[src/rtl/timer_counter_pkg.sv]
// Shared constants for the memory-mapped down-counting timer: register offsets,
// CTRL field positions, FSM encoding and mode values.
package timer_counter_pkg;

  localparam logic [1:0] TC_CTRL   = 2'd0;
  localparam logic [1:0] TC_PRESET = 2'd1;
  localparam logic [1:0] TC_COUNT  = 2'd2;
  localparam logic [1:0] TC_RSVD   = 2'd3;

  localparam int CTRL_EN       = 0;
  localparam int CTRL_MODE_LSB = 1;
  localparam int CTRL_MODE_MSB = 2;
  localparam int CTRL_IM       = 3;

  localparam logic [1:0] ST_IDLE = 2'd0;
  localparam logic [1:0] ST_LOAD = 2'd1;
  localparam logic [1:0] ST_CNT  = 2'd2;
  localparam logic [1:0] ST_INT  = 2'd3;

  localparam logic [1:0] MODE_ONESHOT  = 2'd0;
  localparam logic [1:0] MODE_PERIODIC = 2'd1;

  // Modes 2 and 3 behave as one-shot.
  function automatic logic is_periodic(input logic [1:0] mode);
    return mode == MODE_PERIODIC;
  endfunction

endpackage

[src/rtl/timer_counter.sv]
// Timer/counter responder on the CPU load/store port: CTRL/PRESET/COUNT registers,
// a four-state reload/count FSM and a maskable level interrupt.
module timer_counter
  import timer_counter_pkg::*;
(
  input  logic        clk,
  input  logic        reset,
  input  logic        Sel,
  input  logic [31:0] MemAddr,
  input  logic        MemWrite,
  input  logic [31:0] MemData,
  output logic [31:0] MemReadData,
  output logic        IRQ,
  output logic [1:0]  dbg_state_o
);

  logic [3:0]  ctrl_q, ctrl_d;
  logic [31:0] preset_q, preset_d;
  logic [31:0] count_q, count_d;
  logic [1:0]  state_q, state_d;
  logic        irq_q, irq_d;

  logic [1:0]  addr;
  logic        wr_ctrl, wr_preset;
  logic        set_irq, clr_irq, drop_en;
  logic        unused_addr;

  assign addr        = MemAddr[3:2];
  assign unused_addr = ^{MemAddr[31:4], MemAddr[1:0]};
  assign wr_ctrl     = Sel & MemWrite & (addr == TC_CTRL);
  assign wr_preset   = Sel & MemWrite & (addr == TC_PRESET);

  always_comb begin
    ctrl_d   = ctrl_q;
    preset_d = preset_q;
    count_d  = count_q;
    state_d  = state_q;
    irq_d    = irq_q;
    set_irq  = 1'b0;
    clr_irq  = 1'b0;
    drop_en  = 1'b0;

    case (state_q)
      ST_IDLE: if (ctrl_q[CTRL_EN]) state_d = ST_LOAD;
      ST_LOAD: begin
        count_d = preset_q;
        state_d = ST_CNT;
      end
      ST_CNT: begin
        if (!ctrl_q[CTRL_EN]) begin
          state_d = ST_IDLE;
        end else if (count_q > 32'd1) begin
          count_d = count_q - 32'd1;
        end else begin
          // COUNT of 0 or 1 both expire here, so it never wraps.
          count_d = 32'd0;
          set_irq = 1'b1;
          state_d = ST_INT;
        end
      end
      default: begin
        state_d = ST_IDLE;
        if (is_periodic(ctrl_q[CTRL_MODE_MSB:CTRL_MODE_LSB])) clr_irq = 1'b1;
        else drop_en = 1'b1;
      end
    endcase

    // A CPU write to CTRL overrides the FSM's own Enable clear.
    if (wr_ctrl) ctrl_d = MemData[3:0];
    else if (drop_en) ctrl_d[CTRL_EN] = 1'b0;

    if (wr_preset) preset_d = MemData;

    // Setting the flag beats any clear landing on the same edge.
    if (set_irq) begin
      irq_d = 1'b1;
    end else if (clr_irq ||
                 (!is_periodic(ctrl_q[CTRL_MODE_MSB:CTRL_MODE_LSB]) && (wr_ctrl || wr_preset))) begin
      irq_d = 1'b0;
    end
  end

  always_ff @(posedge clk or negedge reset) begin
    if (!reset) begin
      ctrl_q   <= '0;
      preset_q <= '0;
      count_q  <= '0;
      state_q  <= ST_IDLE;
      irq_q    <= 1'b0;
    end else begin
      ctrl_q   <= ctrl_d;
      preset_q <= preset_d;
      count_q  <= count_d;
      state_q  <= state_d;
      irq_q    <= irq_d;
    end
  end

  always_comb begin
    MemReadData = 32'd0;
    if (Sel) begin
      case (addr)
        TC_CTRL:   MemReadData = {28'd0, ctrl_q};
        TC_PRESET: MemReadData = preset_q;
        TC_COUNT:  MemReadData = count_q;
        TC_RSVD:   MemReadData = 32'd0;
        default:   MemReadData = 32'd0;
      endcase
    end
  end

  assign IRQ         = ctrl_q[CTRL_IM] & irq_q;
  assign dbg_state_o = state_q;

endmodule

[config.mk]
export PLATFORM = sky130hd
export DESIGN_NAME = timer_counter
export DESIGN_NICKNAME = d
export VERILOG_FILES = /design/src/rtl/timer_counter_pkg.sv /design/src/rtl/timer_counter.sv
export SDC_FILE = /design/constraint.sdc
export NUM_CORES = 1
export LEC_CHECK = 0
export CORE_UTILIZATION = 50
export DETAILED_ROUTE_END_ITERATION = 8
export PLACE_DENSITY_LB_ADDON = 0.15
export SYNTH_ARGS = -nofsm -noshare
export SYNTH_HDL_FRONTEND = slang
export SYNTH_SLANG_ARGS = --single-unit
[constraint.sdc]
create_clock -name clk -period 4.5 [get_ports clk]
set_input_delay 0.45 -clock clk [delete_from_list [all_inputs] [get_ports clk]]
set_output_delay 0.45 -clock clk [all_outputs]
set_load 0.01 [all_outputs]
### Word level (Yosys, flattened, before mapping)

Index checks and enable logic that the tools add are counted.

* bits in writable memories: 0
* word-level logic and storage cells: 53
* output and inout bits: 35
* latch bits: 0
* memory bits (read-only): 0
* register bits after elaboration: 71
* bits of input ports: 68
* memories kept: 0

* $mul: 0
* bitwise logic cells: 4
* eq/ne operators: 9
* $lt $le $gt $ge: 1
* reductions and logical operators: 12
* divide/modulo/power cells: 0
* shift operators: 0
* add/sub/neg operators: 1
* multiplexer cells: 20

Operators with widths (number)
* 32-bit case mux with 4 select lines: 1
* 32-bit 2-to-1 mux: 3
* 32-bit case mux with 2 select lines: 1
* 32-bit by 1-bit > comparator with 1-bit output (second input constant): 1
* 32-bit by 1-bit subtractor with 32-bit output (second input constant): 1
* 1-bit 2-to-1 mux: 11
* 2-bit by 1-bit equality test with 1-bit output (second input constant): 3
* 2-bit equality test (second input constant): 3
* 2-bit 2-to-1 mux: 3
* 2-bit case mux with 3 select lines: 1
* 2-bit nonzero test: 3
* 1-bit bitwise AND: 4
* 2-bit logical NOT: 2
* 2-bit != test (second input constant): 2
* 2-bit AND reduction: 2
* 3-bit != test (second input constant): 1
* 3-bit OR reduction: 1
* 1-bit logical OR: 2
* 1-bit logical AND: 1
* 1-bit logical NOT: 1

### Logic depth before layout (Yosys ltp)

* depth in word-level cells: 7
* gate-level depth with buffers: 10
* depth with buffers taken out: 7

### Least setup slack after synthesis

OpenSTA, ideal clock, no wires.

* kind: in2out
* start: input port MemAddr[2]
* end: output port MemReadData[11]
* arrival: 1.810 ns
* path slack: 2.240 ns
* buffers on the path: 3
* required time: 4.050 ns
* cell stages on the path: 6
* cells stage by stage: clkbuf_1 -> nor2b_1 -> clkbuf_1 -> buf_1 -> a22oi_1 -> nor2b_1

* word-level cells in the longest chain between the ends: 3
* elaborated cells on any way between the ends: 6
* classes of those cells: eq/ne: 3; mux: 2; reduce/logical: 1

RTL lines
* from (decl): RTL line timer_counter.sv:9 `input logic [31:0] MemAddr,`
* 2-bit equality test (tied with other cells): RTL line timer_counter.sv:102 `case (addr)`
* 32-bit case mux with 4 select lines *: RTL line timer_counter.sv:102
* 32-bit 2-to-1 mux *: RTL line timer_counter.sv:101 `if (Sel) begin`
* to (decl): RTL line timer_counter.sv:12 `output logic [31:0] MemReadData,`

Mark *: on every way between the ends. The rest lies on a longest branch, timed or not.

### Worst setup path after layout

* start: input port MemAddr[2]
* end: output port MemReadData[5]

Same word-level chain as after synthesis.

==> results.toml <==
[outcome]
status = "completed"

[logic_synthesis]
synth-seq-area-share_pct = 42.0
synth-async-reset-ratio_pct = 100
ys_types = 50
synth_cells = 437
synth_edf_count = 0
synth_top_area_share_pct = 42.0
synthTopCellsByArea = "dfrtp_1 (42%), mux2_2 (9.3%), a22oi_1 (5.7%)"
synth.most_common_cell = "dfrtp_1"
ys.flop_type = "dfrtp_1"
synth_warnings = 0
synth.net_count = 507
ys_seq_elements = 71
synth_commonest_cells = "dfrtp_1 (71), nand2_1 (40), mux2_2 (35)"
syn_area_per_cell_um2 = 9.67
synth_top_cell_by_area = "dfrtp_1"
synth_area_mm2 = 0.00423

[drt]
drtAntennaViolNets = 0
drt-total-wl_um = 11000
via_count = 3749
drcViolationCount = 0
drtPass1Iterations = 5
viasPerCell = 6.25
drt_iter0_drc = 239
wl_per_cell_um = 18.3

[die]
die_area_mm2 = 0.00883
boundaryPins = 103
coreArea_mm2 = 0.00822
initial_core_util_pct = 51.5
dieHeight_um = 94.0
fp-row-count = 33
dieWidth_um = 94.0

[clock_tree]
post_cts_buffers = 0
cts_tree = "yes"
clk_pin_slew_ns = 0.07
cts.path.max_buffers = 2
cts_resized = 0
clkLatencyLatePin_ns = 0.36
cts_htree_levels = 3
cts.hold.buffers_added = 0
numCtsBuffers = 9
root_buffer = "clkbuf_8"
cts.sinks = 71

[cells_and_area]
fin_cells = 600
fillers = 697
final_nets = 561
antenna_cells = 0
drive_above_1_share_pct = 15.4
area_growth_pct = 21.7

[setup_path]
required_ns = 4.05
timing.critical_path.from_type = "primary input"
endpoint = "MemReadData[5]"
r2r_end = "count_q[26]"
crit_path_end_kind = "output pin"
crit_fanout = 15
regToRegSetupSlack_ns = 1.42
worstSetupPathType = "in -> out"
arrival_ns = 3.05
startpoint = "MemAddr[2]"
rr_startpoint = "count_q[7]"
rr_worst_depth = 5

[sta]
drv_slew = 0
relSlewSlack_pct = 30.7
rsz0062_at_grt = "no"
fin_crit_sh_pct = 77.8
finalSetupViolations = 0
post-route-min-period_ns = 3.50
tightest_slew_ns = 1.04
hold_viol = 0
tns_ns = 0
max_freq_mhz = 286
fin_skew_ns = 0.00995

[global_route]
overflow = 0
grt_first_pass_wirelength_um = 18300
antenna_found_initial = 0
grt_max_degree = 38
grt_pass1_vias = 3657
track_usage_pct = 27.0

[run]
cap_violations = 0

[power_and_ir_drop]
p_per_area_mw_per_mm2 = 525
leakagePower_nw = 1.95
ir_drop_mv = 0.239
power_mw = 2.70

[placement]
io_buffer_count = 72
gp_congestion = 0.869
dp_hpwl_um = 7280
dpl.cell_count = 585

[worst_hold_path]
hold_path_class = "in -> async"
logic make-up (layout without fill, tap and decap cells):
family / count (synthesis) / count (layout) / share of synthesized area [%]
AND/OR/NAND/NOR: 172 / 172 / 23.6
AO/OA/AOI/OAI: 111 / 111 / 18.7
flip-flops: 71 / 71 / 42.0
multiplexers: 41 / 41 / 10.7
buffers and inverters: 40 / 98 / 4.29
adder cells (fa/ha/maj): 2 / 2 / 0.592
where the power goes:
group	total (mW)	internal (mW)	switching (mW)
registers	1.15	0.859	0.287
logic	1.08	0.476	0.604
clock network	0.475	0.244	0.231
total	2.70	1.58	1.12
worst max-delay path, stage by stage:
cell	delay, ns
clkdlybuf4s50_1	0.77
nor2b_2	0.66
buf_4	0.33
a22oi_1	0.11
nor2b_1	0.17
clkdlybuf4s50_1	0.55
routing by layer:
metal  wire (um)  global-route usage, %  vias to the layer above  share of wire (%)
met5           0                      0                        -                  0
met4         205                   9.74                        0                1.9
met3         702                   4.61                       23                6.4
met2        5200                   43.2                      150                 47
met1        4860                   36.7                     1841                 44
li1            -                      -                     1735                  -
sequential cells by signal, indices dropped and copies added (netlist names):
| name | flops |
|---|---|
| count_q | 32 |
| ctrl_q | 4 |
| dbg_state_o | 2 |
| irq_q | 1 |
| preset_q | 32 |
through the flow:
step                      utilization (%)  worst slack, ns  cell area [um^2]  hold WS [ns]
after global placement               60.5             1.02              4970         0.492
after global routing                 62.6            0.843              5140         0.266
after floorplan                         -             2.24              4230         0.154
after detailed placement             60.5             1.01              4970         0.500
after CTS                            62.6            0.996              5140         0.216
final                                62.6            0.998              5140         0.178
cell type report:
class	instances	area, um^2	area share, %
Inverter	4	15.0	0.292
Tap cell	105	131	2.55
Sequential cell	71	1780	34.5
Clock buffer	15	176	3.43
Timing Repair Buffer	79	768	14.9
Multi-Input combinational cell	326	2280	44.3
cells in the final DEF, fill, tap and decap left out, types with 2 or more instances in the layout:
cell / instances
clkdlybuf4s50_1: 71
o211ai_2: 4
and2_1: 9
nor4_2: 2
nor2b_2: 3
o311ai_0: 5
nand3_1: 20
nor4_4: 2
o211ai_1: 7
nand3b_1: 5
and3_1: 8
nor3_1: 6
mux2_2: 35
a21oi_1: 15
clkbuf_8: 12
nor2b_1: 30
buf_4: 7
nand4_1: 11
dfrtp_1: 71
o31ai_1: 9
o21ai_0: 17
clkbuf_1: 3
a31oi_1: 9
mux2i_1: 6
inv_1: 4
o221ai_2: 2
nor2_1: 14
nand2_1: 40
or3_1: 4
or4_1: 4
o41ai_1: 5
nand2b_1: 3
a22oi_1: 32
ha_1: 2
how the worst min path moves through the flow:
stage                       startpoint      endpoint  slack, ns
after floorplan                  reset    count_q[0]       0.15
after global placement     preset_q[4]    count_q[4]       0.49
after detailed placement  preset_q[12]   count_q[12]       0.50
after CTS                        reset  preset_q[25]       0.22
after global routing             reset  preset_q[25]       0.27
final                            reset  preset_q[25]       0.18
Power figures use the tool's default switching activity.
